File: src/rtl/sw_pkg.sv
// Shared constants and helpers for the stopwatch time register: field limits,
// BCD word layout and a two-digit binary-to-BCD converter.
package sw_pkg;
  localparam int NUM_FIELDS  = 4;
  localparam int FW          = 7;   // wide enough for any field value 0..99
  localparam int MS_MAX_DEF  = 99;
  localparam int SEC_MAX_DEF = 59;
  localparam int MIN_MAX_DEF = 59;
  localparam int HR_MAX_DEF  = 23;

  localparam int BCD_MS_LSB  = 0;
  localparam int BCD_SEC_LSB = 8;
  localparam int BCD_MIN_LSB = 16;
  localparam int BCD_HR_LSB  = 24;

  function automatic logic [7:0] bin2bcd2(input logic [FW-1:0] v);
    logic [3:0] tens, units;
    tens  = 4'(v / 7'd10);
    units = 4'(v % 7'd10);
    return {tens, units};
  endfunction
endpackage

File: src/rtl/stopwatch_time_counter_if.sv
// Strobe/status bundle between the stopwatch control (master) and the time
// register (slave).
interface stopwatch_time_counter_if #(
  parameter int MS_MAX  = 99,
  parameter int SEC_MAX = 59,
  parameter int MIN_MAX = 59,
  parameter int HR_MAX  = 23
);
  localparam int MS_W  = $clog2(MS_MAX + 1);
  localparam int SEC_W = $clog2(SEC_MAX + 1);
  localparam int MIN_W = $clog2(MIN_MAX + 1);
  localparam int HR_W  = $clog2(HR_MAX + 1);

  logic             i_en;
  logic             i_ms_up, i_ms_down;
  logic             i_sec_up, i_sec_down;
  logic             i_min_up, i_min_down;
  logic             i_hr_up, i_hr_down;
  logic             o_ms_carryup, o_sec_carryup, o_min_carryup, o_hr_carryup;
  logic [MS_W-1:0]  o_ms;
  logic [SEC_W-1:0] o_sec;
  logic [MIN_W-1:0] o_min;
  logic [HR_W-1:0]  o_hr;
  logic [31:0]      o_bcd;
  logic             o_ovf;

  modport master (
    output i_en, i_ms_up, i_ms_down, i_sec_up, i_sec_down,
           i_min_up, i_min_down, i_hr_up, i_hr_down,
    input  o_ms_carryup, o_sec_carryup, o_min_carryup, o_hr_carryup,
           o_ms, o_sec, o_min, o_hr, o_bcd, o_ovf
  );

  modport slave (
    input  i_en, i_ms_up, i_ms_down, i_sec_up, i_sec_down,
           i_min_up, i_min_down, i_hr_up, i_hr_down,
    output o_ms_carryup, o_sec_carryup, o_min_carryup, o_hr_carryup,
           o_ms, o_sec, o_min, o_hr, o_bcd, o_ovf
  );
endinterface

File: src/rtl/sw_mod_counter.sv
// One stopwatch field: modulo-(MAX+1) up/down counter with synchronous clear
// and a same-cycle carry-up flag.
module sw_mod_counter #(
  parameter int MAX = 99,
  parameter int W   = 7
) (
  input  logic         i_clk,
  input  logic         i_rstn,
  input  logic         i_en,
  input  logic         i_up,
  input  logic         i_down,
  input  logic         i_clr,
  output logic [W-1:0] o_val,
  output logic         o_clr_req,
  output logic         o_carryup
);
  localparam logic [W-1:0] MAX_V = W'(MAX);

  logic [W-1:0] val_q, val_d;
  logic         inc, dec;

  assign inc       = i_en & i_up & ~i_down;
  assign dec       = i_en & i_down & ~i_up;
  assign o_clr_req = i_up & i_down;
  // Clear from any field suppresses every carry so the chain cannot bump a field.
  assign o_carryup = inc & (val_q == MAX_V) & ~i_clr;
  assign o_val     = val_q;

  always_comb begin
    val_d = val_q;
    if (i_clr)    val_d = '0;
    else if (inc) val_d = (val_q >= MAX_V) ? '0 : val_q + 1'b1;
    else if (dec) val_d = (val_q == '0) ? MAX_V : val_q - 1'b1;
  end

  always_ff @(posedge i_clk or negedge i_rstn) begin
    if (!i_rstn) val_q <= '0;
    else         val_q <= val_d;
  end
endmodule

File: src/rtl/stopwatch_time_counter.sv
// Stopwatch time register: four chained fields, sticky hours-wrap flag and a
// registered BCD display word {hr,min,sec,ms}.
module stopwatch_time_counter
  import sw_pkg::*;
#(
  parameter int MS_MAX  = MS_MAX_DEF,
  parameter int SEC_MAX = SEC_MAX_DEF,
  parameter int MIN_MAX = MIN_MAX_DEF,
  parameter int HR_MAX  = HR_MAX_DEF
) (
  input  logic                     i_clk,
  input  logic                     i_rstn,
  stopwatch_time_counter_if.slave  bus
);
  localparam int MS_W  = $clog2(MS_MAX + 1);
  localparam int SEC_W = $clog2(SEC_MAX + 1);
  localparam int MIN_W = $clog2(MIN_MAX + 1);
  localparam int HR_W  = $clog2(HR_MAX + 1);
  localparam int FMAX [NUM_FIELDS] = '{MS_MAX, SEC_MAX, MIN_MAX, HR_MAX};

  logic [NUM_FIELDS-1:0]         up, down, clr_req, carry;
  logic [NUM_FIELDS-1:0][FW-1:0] val;
  logic                          clr_any;
  logic                          ovf_q, ovf_d;
  logic [31:0]                   bcd_q, bcd_d;

  assign up      = {bus.i_hr_up,   bus.i_min_up,   bus.i_sec_up,   bus.i_ms_up};
  assign down    = {bus.i_hr_down, bus.i_min_down, bus.i_sec_down, bus.i_ms_down};
  assign clr_any = |clr_req;

  for (genvar g = 0; g < NUM_FIELDS; g++) begin : g_field
    sw_mod_counter #(.MAX(FMAX[g]), .W(FW)) u_cnt (
      .i_clk     (i_clk),
      .i_rstn    (i_rstn),
      .i_en      (bus.i_en),
      .i_up      (up[g]),
      .i_down    (down[g]),
      .i_clr     (clr_any),
      .o_val     (val[g]),
      .o_clr_req (clr_req[g]),
      .o_carryup (carry[g])
    );
  end

  assign bus.o_ms_carryup  = carry[0];
  assign bus.o_sec_carryup = carry[1];
  assign bus.o_min_carryup = carry[2];
  assign bus.o_hr_carryup  = carry[3];
  assign bus.o_ms          = val[0][MS_W-1:0];
  assign bus.o_sec         = val[1][SEC_W-1:0];
  assign bus.o_min         = val[2][MIN_W-1:0];
  assign bus.o_hr          = val[3][HR_W-1:0];
  assign bus.o_bcd         = bcd_q;
  assign bus.o_ovf         = ovf_q;

  always_comb begin
    ovf_d = ovf_q;
    if (clr_any)       ovf_d = 1'b0;
    else if (carry[3]) ovf_d = 1'b1;
    bcd_d = '0;
    bcd_d[BCD_HR_LSB  +: 8] = bin2bcd2(val[3]);
    bcd_d[BCD_MIN_LSB +: 8] = bin2bcd2(val[2]);
    bcd_d[BCD_SEC_LSB +: 8] = bin2bcd2(val[1]);
    bcd_d[BCD_MS_LSB  +: 8] = bin2bcd2(val[0]);
  end

  // BCD tracks the field registers, so it lags the binary outputs by one cycle.
  always_ff @(posedge i_clk or negedge i_rstn) begin
    if (!i_rstn) begin
      ovf_q <= 1'b0;
      bcd_q <= '0;
    end else begin
      ovf_q <= ovf_d;
      bcd_q <= bcd_d;
    end
  end
endmodule

File: src/flat_wrapper.sv
// flat-port wrapper written by rule: the top's interface ports become plain ports
module stopwatch_time_counter_flat import sw_pkg::*;
#(
  parameter int MS_MAX  = MS_MAX_DEF,
  parameter int SEC_MAX = SEC_MAX_DEF,
  parameter int MIN_MAX = MIN_MAX_DEF,
  parameter int HR_MAX  = HR_MAX_DEF
)
  (i_clk, i_rstn, bus_i_en, bus_i_ms_up, bus_i_ms_down, bus_i_sec_up, bus_i_sec_down, bus_i_min_up, bus_i_min_down, bus_i_hr_up, bus_i_hr_down, bus_o_ms_carryup, bus_o_sec_carryup, bus_o_min_carryup, bus_o_hr_carryup, bus_o_ms, bus_o_sec, bus_o_min, bus_o_hr, bus_o_bcd, bus_o_ovf);
  stopwatch_time_counter_if #(.MS_MAX(MS_MAX), .SEC_MAX(SEC_MAX), .MIN_MAX(MIN_MAX), .HR_MAX(HR_MAX)) bus_i ();
  input  logic i_clk;
  input  logic i_rstn;
  input wire logic [$bits(bus_i.i_en)-1:0] bus_i_en;
  input wire logic [$bits(bus_i.i_ms_up)-1:0] bus_i_ms_up;
  input wire logic [$bits(bus_i.i_ms_down)-1:0] bus_i_ms_down;
  input wire logic [$bits(bus_i.i_sec_up)-1:0] bus_i_sec_up;
  input wire logic [$bits(bus_i.i_sec_down)-1:0] bus_i_sec_down;
  input wire logic [$bits(bus_i.i_min_up)-1:0] bus_i_min_up;
  input wire logic [$bits(bus_i.i_min_down)-1:0] bus_i_min_down;
  input wire logic [$bits(bus_i.i_hr_up)-1:0] bus_i_hr_up;
  input wire logic [$bits(bus_i.i_hr_down)-1:0] bus_i_hr_down;
  output wire logic [$bits(bus_i.o_ms_carryup)-1:0] bus_o_ms_carryup;
  output wire logic [$bits(bus_i.o_sec_carryup)-1:0] bus_o_sec_carryup;
  output wire logic [$bits(bus_i.o_min_carryup)-1:0] bus_o_min_carryup;
  output wire logic [$bits(bus_i.o_hr_carryup)-1:0] bus_o_hr_carryup;
  output wire logic [$bits(bus_i.o_ms)-1:0] bus_o_ms;
  output wire logic [$bits(bus_i.o_sec)-1:0] bus_o_sec;
  output wire logic [$bits(bus_i.o_min)-1:0] bus_o_min;
  output wire logic [$bits(bus_i.o_hr)-1:0] bus_o_hr;
  output wire logic [$bits(bus_i.o_bcd)-1:0] bus_o_bcd;
  output wire logic [$bits(bus_i.o_ovf)-1:0] bus_o_ovf;
  assign bus_i.i_en = bus_i_en;
  assign bus_i.i_ms_up = bus_i_ms_up;
  assign bus_i.i_ms_down = bus_i_ms_down;
  assign bus_i.i_sec_up = bus_i_sec_up;
  assign bus_i.i_sec_down = bus_i_sec_down;
  assign bus_i.i_min_up = bus_i_min_up;
  assign bus_i.i_min_down = bus_i_min_down;
  assign bus_i.i_hr_up = bus_i_hr_up;
  assign bus_i.i_hr_down = bus_i_hr_down;
  assign bus_o_ms_carryup = bus_i.o_ms_carryup;
  assign bus_o_sec_carryup = bus_i.o_sec_carryup;
  assign bus_o_min_carryup = bus_i.o_min_carryup;
  assign bus_o_hr_carryup = bus_i.o_hr_carryup;
  assign bus_o_ms = bus_i.o_ms;
  assign bus_o_sec = bus_i.o_sec;
  assign bus_o_min = bus_i.o_min;
  assign bus_o_hr = bus_i.o_hr;
  assign bus_o_bcd = bus_i.o_bcd;
  assign bus_o_ovf = bus_i.o_ovf;
  stopwatch_time_counter #(.MS_MAX(MS_MAX), .SEC_MAX(SEC_MAX), .MIN_MAX(MIN_MAX), .HR_MAX(HR_MAX)) u_core (.i_clk(i_clk), .i_rstn(i_rstn), .bus(bus_i));
endmodule
File: config.mk
export PLATFORM = sky130hd
export DESIGN_NAME = stopwatch_time_counter_flat
export DESIGN_NICKNAME = d
export VERILOG_FILES = /design/src/rtl/sw_pkg.sv /design/src/rtl/stopwatch_time_counter_if.sv /design/src/rtl/sw_mod_counter.sv /design/src/rtl/stopwatch_time_counter.sv /design/src/flat_wrapper.sv
export SDC_FILE = /design/constraint.sdc
export NUM_CORES = 1
export LEC_CHECK = 0
export ABC_AREA = 1
export CAP_MARGIN = 5
export CORE_MARGIN = 4
export CORE_UTILIZATION = 50
export DETAILED_ROUTE_END_ITERATION = 6
export GPL_TIMING_DRIVEN = 0
export MAX_ROUTING_LAYER = met4
export PLACE_DENSITY = 0.86
export SLEW_MARGIN = 30
export SYNTH_ARGS = -nofsm -noshare
export SYNTH_HDL_FRONTEND = slang
export SYNTH_SLANG_ARGS = --single-unit
File: constraint.sdc
create_clock -name i_clk -period 2 [get_ports i_clk]
set_input_delay 0.2 -clock i_clk [delete_from_list [all_inputs] [get_ports i_clk]]
set_output_delay 0.2 -clock i_clk [all_outputs]
set_load 0.01 [all_outputs]
**Word level (Yosys, flattened, before mapping)**

Cells that the tools add are included.

- Bits in registers: 61
- Output and inout port bits: 61
- Logic and storage cells: 99

- Add/subtract/negate cells: 8
- Divide/modulo/power cells: 8
- Order comparisons: 4
- Equality and inequality tests: 4
- Muxes and demuxes: 22
- Bitwise gates (word level): 37
- Reduce and logical (&&, ||, !) cells: 10

Operator list:

| operator | count |
|---|---|
| 7-bit two-way mux | 20 |
| 7-bit by 1-bit adder with 7-bit output, second input constant | 4 |
| 1-bit AND | 28 |
| 7-bit by 4-bit divider with 7-bit output, second input constant | 4 |
| 7-bit logical NOT | 4 |
| 7-bit by 4-bit modulo with 7-bit output, second input constant | 4 |
| 7-bit by 1-bit subtractor with 7-bit output, second input constant | 4 |
| 7-bit by 6-bit equality test with 1-bit output, second input constant | 2 |
| 7-bit by 6-bit greater-or-equal comparator with 1-bit output, second input constant | 2 |
| 3-bit nonzero test | 4 |
| 1-bit NOT | 9 |
| 7-bit by 5-bit equality test with 1-bit output, second input constant | 1 |
| 7-bit equality test, second input constant | 1 |
| 7-bit by 5-bit greater-or-equal comparator with 1-bit output, second input constant | 1 |
| 7-bit greater-or-equal comparator, second input constant | 1 |
| 4-bit OR reduction | 1 |
| 1-bit two-way mux | 2 |
| 2-bit nonzero test | 1 |

**Depth between registers and ports, before layout**

Gate-level depths: netlist (run 1).

- Depth in word-level cells: 6
- Mapped depth: 20
- Depth with buffers taken out: 19

**Cells and area by module**

Synthesis (run 1) repeated with hierarchy kept, for this count alone.

- Cells, all modules: 727
- Area, all modules: 4867.2 sq um

Modules (own cells, without submodules):

| module | times used | cells an instance | area each (sq um) | seq. area each (sq um) |
|---|---|---|---|---|
| stopwatch_time_counter | 1 | 284 | 2123.3 | 825.8 |
| sw_mod_counter (u_core.g_field[1].u_cnt ...) | 2 | 108 | 678.2 | 175.2 |
| sw_mod_counter (u_core.g_field[0].u_cnt) | 1 | 122 | 738.2 | 175.2 |
| sw_mod_counter (u_core.g_field[3].u_cnt) | 1 | 105 | 649.4 | 175.2 |

**Worst setup path before layout (run 1)**

OpenSTA, ideal clock, no wires.

- Kind: flip-flop to flip-flop
- From: reg u_core.g_field[0].u_cnt.val_q[4]
- To: reg u_core.bcd_q[1] (netlist: u_core.bus.o_bcd[1])
- Setup time: 0.117 ns
- Arrival time: 1.951 ns
- Data required time: 1.883 ns
- Slack: -0.068 ns
- Cell stages (with the launch flop): 17
- Cell sequence: dfrtp_1 > buf_4 > inv_2 > nand3_1 > nand3_1 > nand2_2 > nand2_4 > nand2_1 > o21ai_1 > nand3_1 > nand2_1 > inv_1 > ha_1 > inv_1 > nand3_2 > nand4_1 > nand2_1

- Longest elaborated chain between the ends: 1

RTL lines:

| item | line | RTL |
|---|---|---|
| start: declaration | sw_mod_counter.sv:19 | `logic [W-1:0] val_q, val_d;` |
| start signal: assignment | sw_mod_counter.sv:38 | `else val_q <= val_d;` |
| 7-bit by 4-bit modulo with 7-bit output | sw_pkg.sv:19 | `units = 4'(v % 7'd10);` |
| via u_core.bcd_d[1] | stopwatch_time_counter.sv:25 | `logic [31:0] bcd_q, bcd_d;` |
| end signal: assignment | stopwatch_time_counter.sv:71 | `bcd_q <= '0;` |
| end signal: assignment | stopwatch_time_counter.sv:74 | `bcd_q <= bcd_d;` |
| end: declaration | stopwatch_time_counter.sv:25 |  |

The timed path passes the listed nets, and every way through them passes these cells.
A chain may end at the register's enable or synchronous reset.

**Worst setup path in the final report (run 1)**

- From: reg u_core.g_field[0].u_cnt.val_q[5]
- To: reg u_core.bcd_q[2] (netlist: u_core.bus.o_bcd[2])

Same word-level chain as after synthesis.

==> results.md, run 1 <==
| Item | Value |
|---|---|
| Run status | finished, violations left |
| Violations in the final reports | negative setup slack |
| IO Count | 72 |
| Vias per cell | 5.77 |
| Number of antenna violations at the first check in global routing | 0 |
| Overall track demand over capacity in global routing | 26.1% |
| Fraction of the cycle the final worst path needs | 103% |
| Maximum fanout count along the critical path | 6 |
| Number of library cell types mapped by synthesis | 46 |
| Cell area after synthesis | 0.00467 sq mm |
| Clk_lat worst skew | 0.35 ns |
| Area of the die | 0.0110 sq mm |
| Site Rows | 35 |
| Area of placed instances | 0.00557 sq mm |
| Ys Warns | 0 |
| Post-Syn Nets | 640 |
| Number of cell instances on the worst register-to-register path | 19 |
| Clock Root Buffer | clkbuf_8 |
| Arr. time, crit path | 2.30 ns |
| Worst clock skew | 0.00806 ns |
| Mean post-synth cell area | 7.67 sq um |
| Utilization of the core after routing | 75.5% |
| I/O Buffers | 71 |
| Synth Instances | 609 |
| Pin count of the biggest net entering global routing | 36 |
| Number of nets in the finished design | 789 |
| Post-DR wirelength/cell | 16.8 um |
| CTS tree | done |
| Share of final-layout standard cells stronger than drive strength 1 | 39.4% |
| Power density normalized to cell area | 722 mW/mm^2 |
| # Max-Cap Violations | 0 |
| Crit path capture type | flop |
| Total leakage power | 3.34 nW |
| Final setup vio count | 9 |
| Launching element of the worst setup path | u_core.g_field[0].u_cnt.o_val[5]$_DFFE_PN0P_ |
| Slack of the critical path | -0.0553 ns |
| Fin. max-slew vios | 0 |
| First-pass GRT wire length | 23100 um |
| Final instance area | 0.00691 sq mm |
| Type of the worst setup path | flop to flop |
| Htree depth | 3 |
| Total routed wirelength | 14700 um |
| Overall via count from detail_route | 5044 |
| Commonest cells after routing, fill and taps aside | 85 x buf_4, 81 x nand2_1, 64 x clkdlybuf4s50_1 |
| Async S/R FF share, synth | 100% |
| Overall die height | 105 um |
| Layout area overhead | 47.9% |
| Final Wtd Congestion | 0.907 |
| Largest vdd supply drop | 517 uV |
| Type of origin of the critical path | flop |
| Antenna Cells | 0 |
| Vias in the first global route | 4953 |
| Initial standard-cell utilization of the core | 51.1% |
| R2R Path Start | u_core.g_field[0].u_cnt.o_val[5]$_DFFE_PN0P_ |
| Total clock buffers created by CTS | 9 |
| Number of enable-type register cells in the synthesized netlist | 0 |
| Leading cell type in the layout, fill and taps excluded | buf_4 |
| CTS max path bufs | 2 |
| GR Overflow Total | 0 |
| Post-detailed-route DRC marker count | 0 |
| FF+latch count, synth | 61 |
| Die outline width | 105 um |
| Clock Pin Slew Worst Setup and Hold Paths | 0.08 ns |
| Pre-Repair DR Iteration Count | 5 |
| Final hold violation count | 0 |
| Min Tclk post-route | 2.06 ns |
| Worst EP required | 2.25 ns |
| Violation count after the first detailed-route iteration | 420 |
| Worst-Margin Slew | 0.422 ns |
| Overall power | 4.99 mW |
| Number of antenna-violating nets in the routed design | 0 |
| Core Box Area | 0.00915 sq mm |
| Peak clock frequency supported by timing | 487 MHz |
| Detailed placement HPWL | 8970 um |
| Min-Delay Path Class | input port to asynchronous set/reset pin |
| Number of clock sinks | 61 |
| Post-synth top flop | dfrtp_1 |
| Sequential cell area fraction in the yosys report | 32.7% |
| Slew HR | 71.8% |
| RSZ-0062 raised after global routing | yes |
| Filler instances | 573 |
[layout make-up]
cell class              count  area (sq um)  share of cell area, %
flip-flops and latches     61          1550                   22.4
repair buffers            142          1260                   18.2
well taps                 111           139                   2.01
plain buffers              23           181                   2.62
inverters                  85           383                   5.54
clock buffers               9           124                   1.79
clock inverters             7          76.3                   1.10
multi-input cells         436          3200                   46.3
[cells by family (layout without fill, tap and decap cells)]
logic type,after synthesis,count (layout),synth area share (%)
compound gates,106,106,14.2
xor+xnor,18,18,3.37
fa+ha+maj,20,20,5.35
buf+inv,112,266,11.2
flops,61,61,32.7
mux,1,1,0.214
simple gates,291,291,33.0
[per-stage QoR]
step | setup slack (ns) | setup TNS (ns) | instances | hold WS (ns)
2_1_floorplan | -0.0365 | -0.0704 | 609 | -0.0956
3_3_place_gp | -1.31 | -87.12 | 791 | 0.474
3_5_place_dp | -0.667 | -9.04 | 792 | 0.144
4_1_cts | -0.0261 | -0.0558 | 858 | 0.307
5_1_grt | -0.208 | -1.74 | 874 | 0.350
6_report | -0.0553 | -0.356 | 874 | 0.302
[report_power, final]
part	internal, mW	switching [mW]	total [mW]
combinational	1.06	1.26	2.32
clock	0.579	0.565	1.14
sequential	1.41	0.117	1.52
[worst paths after layout]
path | end | slack, ns
worst min-delay path | u_core.bus.o_bcd[23]$_DFF_PN0_ | 0.30
min in group i_clk | u_core.g_field[3].u_cnt.o_val[3]$_DFFE_PN0P_ | 0.48
worst min register to register | u_core.bus.o_bcd[8]$_DFF_PN0_ | 0.51
max in group asynchronous | u_core.g_field[3].u_cnt.o_val[1]$_DFFE_PN0P_ | 1.16
worst max register to register | u_core.bus.o_bcd[2]$_DFF_PN0_ | -0.06
worst max-delay path | u_core.bus.o_bcd[2]$_DFF_PN0_ | -0.06
[flip-flops by register name, summed over array words and instances, names as in the netlist]
name	flops
u_core.bus.o_ovf	1
u_core.g_field.u_cnt.o_val	28
u_core.bus.o_bcd	32
[routing by layer]
layer / vias to the layer above / share of wire, % / GRT usage [%]
li1: 2340 / - / -
met1: 2375 / 40 / 31.3
met2: 263 / 50 / 43.4
met3: 66 / 6.7 / 3.95
met4: 0 / 3.8 / 12.0
met5: - / 0 / -
[cells in the mapped netlist (all sizes together), types with 2 or more instances]
cell / n / area (sq um)
nor2: 40 / 158
o31ai: 3 / 22.5
inv: 82 / 313
clkinv: 2 / 7.51
xnor2: 3 / 26.3
o21ai: 51 / 267
o22ai: 14 / 87.6
o32ai: 2 / 17.5
o2111ai: 2 / 17.5
a2111oi: 2 / 17.5
o211ai: 5 / 37.5
buf: 22 / 166
dfrtp: 61 / 1530
nand4: 19 / 144
nor3: 17 / 101
xor2: 15 / 131
nand2: 144 / 658
a31oi: 4 / 40.0
nand3: 68 / 450
ha: 20 / 250
a21oi: 21 / 139
clkbuf: 5 / 18.8
[critical path: stages (launching register included)]
cell,delay [ns]
dfrtp_1,0.38
buf_6,0.15
nand2_4,0.06
nor2_4,0.14
nor2_4,0.07
nand2_4,0.10
nand2_8,0.08
nand2_2,0.08
nand3_2,0.08
nand2_2,0.09
nand2_2,0.07
nand2_2,0.08
nand2_2,0.06
inv_2,0.06
ha_4,0.13
inv_4,0.04
nand3_4,0.07
nand3_4,0.08
nand2_1,0.08
nand2_1,0.05
[what timing repair did]
item / CTS / global route
hold endpoints to repair: 26 / 0
buffers inserted: 52 / 18
pin swaps: 35 / 38
endpoints found under the setup margin: 20 / 31
gates resized for setup: 113 / 76
hold buffers: 1 / 0
cloned: 0 / 0
(Power assumes the default switching activity.)
==> inputs of run 2 (changes only) <==
Settings changed: CORE_MARGIN 4 to 2.
==> run 2 against run 1 <==
Compared with the run above:
- the run ends with design-rule violations, negative setup slack left
- global-route usage is 3.3 points higher
- critical path type unchanged
- first-iteration DRC count is 20% higher
- cell count increased by 1.0%
- largest cell class unchanged
- routed wire length up 7.9%
- flip-flop and latch count did not move
- count of clock-buffer cells in the layout stayed put
- largest power group unchanged
- clock skew rose by 0.0030 ns
==> results.md, run 2 (synthesis results as in run 1) <==
| Item | Value |
|---|---|
| Core Box Area | 0.00915 sq mm |
| Pin count of the biggest net entering global routing | 42 |
| Layout area overhead | 50.3% |
| Slowest stage cell, crit path | dfrtp_2 |
| Min-Delay Path Class | input port to asynchronous set/reset pin |
| Fin. max-slew vios | 0 |
| Type of the worst setup path | flop to flop |
| Critical path's most frequent cell | inv_2 |
| Crit path capture type | flop |
| Pre-Repair DR Iteration Count | 7 |
| Fraction of the cycle the final worst path needs | 106% |
| First-pass GRT wire length | 23300 um |
| Run status | finished, violations left |
| Share of final-layout standard cells stronger than drive strength 1 | 40.5% |
| Arr. time, crit path | 2.38 ns |
| Delay of the slowest cell on the worst path | 0.47 ns |
| Post-DR wirelength/cell | 18.0 um |
| Vias per cell | 5.99 |
| Final setup vio count | 10 |
| Violations in the final reports | design-rule violations, negative setup slack |
| Number of flip-flops in the largest register | 32 |
| Area of the die | 0.0101 sq mm |
| Final instance area | 0.00702 sq mm |
| Buf+Inv Stages, Crit Path | 3 |
| Total leakage power | 3.38 nW |
| Number of placed instances with taps included | 792 |
| CTS max path bufs | 2 |
| Detailed placement HPWL | 8740 um |
| Family with the most delay on the worst path | simple AND/OR/NAND/NOR gates |
| Setup slack after placement | -0.668 ns |
| Antenna Cells | 0 |
| Number of cell instances on the worst register-to-register path | 13 |
| Worst EP required | 2.25 ns |
| Filler instances | 575 |
| Reg-to-reg slack, setup | -0.12 ns |
| Min Tclk post-route | 2.12 ns |
| GR Overflow Total | 0 |
| Total clock buffers created by CTS | 9 |
| IO Count | 72 |
| Utilization of the core after routing | 76.7% |
| Worst clock skew | 0.0111 ns |
| Ordered cell list for the critical path | buf_12 > nand2_8 > nand2_2 > inv_2 > nor2_2 > o21ai_4 > nand3_2 > nand2_4 > inv_2 > ha_4 > nand3b_4 > nand4_1 > nand2_1 |
| I/O Buffers | 71 |
| Overall track demand over capacity in global routing | 29.4% |
| Number of nets in the finished design | 798 |
| Commonest cells after routing, fill and taps aside | 93 x buf_4, 80 x nand2_1, 65 x clkdlybuf4s50_1 |
| Number of antenna-violating nets in the routed design | 0 |
| Overall via count from detail_route | 5291 |
| Overall die height | 101 um |
| Die outline width | 101 um |
| Site Rows | 35 |
| Final Wtd Congestion | 0.960 |
| Vias in the first global route | 5014 |
| Clock Pin Slew Worst Setup and Hold Paths | 0.08 ns |
| Post-detailed-route DRC marker count | 4 |
| R2R Path Start | u_core.g_field[1].u_cnt.o_val[4]$_DFFE_PN0P_ |
| Htree depth | 3 |
| RSZ-0062 raised after global routing | yes |
| Violation count after the first detailed-route iteration | 504 |
| Power density normalized to cell area | 744 mW/mm^2 |
| Area of placed instances | 0.00557 sq mm |
| Peak clock frequency supported by timing | 471 MHz |
| CTS tree | done |
| Initial standard-cell utilization of the core | 51.1% |
| Storage cell area | 0.00155 sq mm |
| Slack of the critical path | -0.125 ns |
| Number of antenna violations at the first check in global routing | 0 |
| Total routed wirelength | 15900 um |
| Slew HR | 62.0% |
| Clk_lat worst skew | 0.36 ns |
| Type of origin of the critical path | flop |
| # Max-Cap Violations | 0 |
| Final hold violation count | 0 |
| Worst-Margin Slew | 0.567 ns |
| Clock Root Buffer | clkbuf_8 |
| Leading cell type in the layout, fill and taps excluded | buf_4 |
| Number of clock sinks | 61 |
| Footprint of the multi-input gates | 0.00320 sq mm |
| Maximum fanout count along the critical path | 4 |
| Largest vdd supply drop | 596 uV |
| Reg2reg end | u_core.bus.o_bcd[10]$_DFF_PN0_ |
| Post-route non-filler standard cell count | 883 |
[run 2: cell count changes in the layout (fill, tap and decap cells not counted), moves of 2 or more]
cell	previous run	this run
nor3_1	9	11
nand2_4	23	20
nand3_1	35	38
nor3_2	4	1
nand3_4	19	21
buf_4	85	93
buf_12	1	3
dlymetal6s2s_1	2	0
inv_1	49	47
o21ai_2	2	4
nor2_2	6	8
nand3_2	14	9
nand2_2	38	41
buf_6	7	5
[run 2: where the power goes]
| group | total (mW) | internal (mW) | switching, mW |
|---|---|---|---|
| combinational | 2.40 | 1.08 | 1.32 |
| sequential | 1.53 | 1.41 | 0.120 |
| clock | 1.29 | 0.708 | 0.585 |
| total | 5.22 | 3.20 | 2.03 |
[run 2: worst register-to-register path, stage by stage (launching register included)]
cell      delay [ns]
dfrtp_2         0.47
buf_12          0.15
nand2_8         0.07
nand2_2         0.10
inv_2           0.11
nor2_2          0.06
o21ai_4         0.20
nand3_2         0.15
nand2_4         0.11
inv_2           0.05
ha_4            0.15
nand3b_4        0.19
nand4_1         0.13
nand2_1         0.07
[run 2: how the worst max path moves through the flow]
stage / startpoint / cells after the start / endpoint / slack (ns)
2_1_floorplan: u_core.g_field[0].u_cnt.o_val[5]$_DFFE_PN0P_ / 20 / u_core.bus.o_bcd[1]$_DFF_PN0_ / -0.04
3_3_place_gp: i_rstn / 1 / u_core.bus.o_bcd[11]$_DFF_PN0_ / -1.29
3_5_place_dp: bus_i_en / 6 / bus_o_sec_carryup / -0.67
4_1_cts: u_core.g_field[0].u_cnt.o_val[5]$_DFFE_PN0P_ / 17 / u_core.bus.o_bcd[1]$_DFF_PN0_ / -0.0006
5_1_grt: u_core.g_field[2].u_cnt.o_val[3]$_DFFE_PN0P_ / 19 / u_core.bus.o_bcd[17]$_DFF_PN0_ / -0.24
6_report: u_core.g_field[1].u_cnt.o_val[4]$_DFFE_PN0P_ / 13 / u_core.bus.o_bcd[10]$_DFF_PN0_ / -0.12
[run 2: repair_timing]
| item | 4_1_cts | 5_1_grt |
|---|---|---|
| hold buffers | 1 | 0 |
| endpoints found under the setup margin | 23 | 31 |
| pin swaps | 30 | 40 |
| gates resized for setup | 106 | 80 |
| hold endpoints to repair | 20 | 0 |
| buffers inserted | 56 | 22 |
[run 2: final cells by class]
| type | instances | share of cell area [%] |
|---|---|---|
| Sequential cell | 61 | 22.0 |
| Buffer | 23 | 2.55 |
| Clock inverter | 7 | 1.41 |
| Tap cell | 111 | 1.98 |
| Inverter | 85 | 5.49 |
| Multi-Input combinational cell | 436 | 45.6 |
| Timing Repair Buffer | 151 | 19.2 |
| Clock buffer | 9 | 1.76 |
[run 2: routing by layer]
layer	vias to the layer above	GRT usage, %	share of wire [%]
met4	0	12.1	4.2
met1	2518	37.1	39
li1	2348	-	-
met3	82	3.40	7.1
met5	-	-	0
met2	343	48.1	50
[run 2: metrics by stage]
stage                     power, mW  hold slack (ns)   TNS [ns]
after global placement         3.18            0.474     -86.28
after floorplan                2.62          -0.0956    -0.0704
after global routing           5.47            0.312      -2.25
after detailed placement       3.23            0.109      -9.59
final                          5.22            0.271     -0.779
after CTS                      4.80            0.276  -0.000613
==> inputs of run 3 (changes only) <==
Settings changed: TNS_END_PERCENT set to 10.
==> run 3 against run 2 <==
Compared with the run above:
- the run ends with negative setup slack left
- total power shrank 7.8%
- clock power shrank 7%
- maximum frequency is essentially flat
- register-to-register slack is essentially flat
- first-iteration DRC count shrank 21%
- clock skew shrank 0.0053 ns
- sequential power is essentially flat
- critical path type unchanged
- largest cell class unchanged
- highest routed layer unchanged
==> results.md, run 3 (synthesis results as in run 1) <==
| Item | Value |
|---|---|
| Site Rows | 35 |
| Final hold violation count | 0 |
| Largest vdd supply drop | 601 uV |
| Reg2reg end | u_core.bus.o_bcd[17]$_DFF_PN0_ |
| R2R Path Start | u_core.g_field[2].u_cnt.o_val[4]$_DFFE_PN0P_ |
| Violation count after the first detailed-route iteration | 396 |
| CTS tree | done |
| Leading cell type in the layout, fill and taps excluded | nand2_1 |
| Share of power burned in the clock network | 25.0% |
| Internal Power | 2.99 mW |
| Antenna Cells | 0 |
| Fraction of the cycle the final worst path needs | 106% |
| Core Box Area | 0.00915 sq mm |
| Total clock buffers created by CTS | 9 |
| Clock Pin Slew Worst Setup and Hold Paths | 0.08 ns |
| Total leakage power | 3.19 nW |
| IO Count | 72 |
| Overall via count from detail_route | 4859 |
| Type of origin of the critical path | flop |
| Worst clock skew | 0.00584 ns |
| Part of the total power dissipated in combinational logic | 43.4% |
| Switching part of the total power | 37.9% |
| Peak clock frequency supported by timing | 471 MHz |
| Commonest cells after routing, fill and taps aside | 94 x nand2_1, 65 x clkdlybuf4s50_1, 64 x buf_4 |
| Filler instances | 654 |
| Final setup vio count | 11 |
| Min Tclk post-route | 2.12 ns |
| I/O Buffers | 71 |
| Reg-to-reg slack, setup | -0.12 ns |
| Number of flip-flops in the largest register | 32 |
| Run status | finished, violations left |
| Post-route non-filler standard cell count | 850 |
| Number of placed instances with taps included | 792 |
| Worst EP required | 2.24 ns |
| Pin count of the biggest net entering global routing | 40 |
| Post-detailed-route DRC marker count | 0 |
| Number of antenna violations at the first check in global routing | 0 |
| Number of antenna-violating nets in the routed design | 0 |
| Area of the die | 0.0101 sq mm |
| Htree depth | 3 |
| Type of the worst setup path | flop to flop |
| Vias in the first global route | 4414 |
| Worst slack on hold paths | 0.275 ns |
| Slack of the critical path | -0.125 ns |
| Post-DR wirelength/cell | 16.0 um |
| Clk_lat worst skew | 0.35 ns |
| First-pass GRT wire length | 20000 um |
| Vias per cell | 5.72 |
| Maximum fanout count along the critical path | 7 |
| Switching power total | 1.83 mW |
| Number of nets in the finished design | 765 |
| Pre-Repair DR Iteration Count | 5 |
| Fin. max-slew vios | 0 |
| Overall die height | 101 um |
| Final Wtd Congestion | 0.984 |
| Flop pwr share | 31.6% |
| RSZ-0062 raised after global routing | yes |
| Number of clock sinks | 61 |
| # Max-Cap Violations | 0 |
| Arr. time, crit path | 2.37 ns |
| Overall track demand over capacity in global routing | 25.1% |
| Worst-Margin Slew | 0.454 ns |
| GR Overflow Total | 0 |
| Initial standard-cell utilization of the core | 51.1% |
| Slew HR | 69.6% |
| Number of cell instances on the worst register-to-register path | 18 |
| CTS max path bufs | 2 |
| Overall power | 4.82 mW |
| Total routed wirelength | 13600 um |
| Die outline width | 101 um |
| Violations in the final reports | negative setup slack |
| Share of final-layout standard cells stronger than drive strength 1 | 34.4% |
| Clock Root Buffer | clkbuf_8 |
| Crit path capture type | flop |
| Detailed placement HPWL | 8770 um |
| Power density normalized to cell area | 731 mW/mm^2 |
| Layout area overhead | 41.0% |
| Post-Route Setup TNS | -0.851 ns |
| Min-Delay Path Class | input port to asynchronous set/reset pin |
run 3: cell types whose count changed in the layout (fill, tap and decap cells not counted), sizes merged:
cell	previous run	this run
clkbuf	11	12
bufinv	3	2
dlymetal6s2s	0	2
clkdlybuf4s15	1	2
dlygate4sd2	2	1
buf	103	69
clkinvlp	3	2
run 3: worst max-delay path by stage:
| stage | endpoint | from | depth (start not counted) | slack [ns] |
|---|---|---|---|---|
| 2_1_floorplan | u_core.bus.o_bcd[1]$_DFF_PN0_ | u_core.g_field[0].u_cnt.o_val[5]$_DFFE_PN0P_ | 20 | -0.04 |
| 3_3_place_gp | u_core.bus.o_bcd[13]$_DFF_PN0_ | i_rstn | 1 | -1.26 |
| 3_5_place_dp | bus_o_ms_carryup | bus_i_en | 6 | -0.67 |
| 4_1_cts | bus_o_ms_carryup | u_core.g_field[0].u_cnt.o_val[2]$_DFFE_PN0P_ | 5 | -0.22 |
| 5_1_grt | u_core.bus.o_bcd[17]$_DFF_PN0_ | u_core.g_field[2].u_cnt.o_val[4]$_DFFE_PN0P_ | 18 | -0.28 |
| 6_report | u_core.bus.o_bcd[17]$_DFF_PN0_ | u_core.g_field[2].u_cnt.o_val[4]$_DFFE_PN0P_ | 18 | -0.12 |
run 3: routing by layer:
metal	track usage, %	vias up	share of wire (%)
li1	-	2284	-
met1	31.7	2289	40
met2	40.4	240	50
met3	4.58	46	7.0
met4	9.38	0	3.0
met5	-	-	0
run 3: through the flow:
| stage | utilization (%) | area (sq um) | setup WS [ns] |
|---|---|---|---|
| 2_1_floorplan | - | 4700 | -0.0365 |
| 3_3_place_gp | 60.6 | 5550 | -1.26 |
| 3_5_place_dp | 60.8 | 5560 | -0.670 |
| 4_1_cts | 65.5 | 6000 | -0.216 |
| 5_1_grt | 72.0 | 6590 | -0.280 |
| 6_report | 72.0 | 6590 | -0.125 |
run 3: what timing repair did:
action / in CTS / in global routing
endpoints found under the setup margin: 20 / 25
gates resized for setup: 57 / 90
hold buffers: 1 / 0
pin swaps: 4 / 31
setup buffers: 8 / 37
endpoints found under the hold margin: 22 / 0
run 3: power by group through the flow:
stage / sequential (mW) / clock (mW) / combinational [mW]
finish: 1.52 / 1.20 / 2.09
global route: 1.54 / 1.26 / 2.27
CTS: 1.52 / 1.20 / 1.77
global placement: 1.53 / 0 / 1.64
detailed placement: 1.53 / 0 / 1.70
floorplan: 1.59 / 0 / 1.02
run 3: cell type report:
class	count	area [sq um]	area share, %
clock inverters	5	58.8	0.892
clock buffers	11	151	2.30
plain buffers	23	181	2.75
flip-flops and latches	61	1550	23.5
repair buffers	118	1090	16.6
multi-input cells	436	3040	46.2
well taps	111	139	2.11
inverters	85	375	5.70
run 3: critical path: stages, from the launching register on:
cell and delay [ns]:
dfrtp_1 0.39, buf_6 0.15, inv_6 0.07, nand3_4 0.09
nand3_4 0.10, nand2_4 0.06, nand2_4 0.11, nand2_2 0.06
nand3_1 0.11, nand2_2 0.08, nand2_2 0.09, nand2_2 0.07
nand2_2 0.08, inv_2 0.04, ha_2 0.16, inv_2 0.08
nand3_4 0.09, nand4_1 0.11, nand2_1 0.06
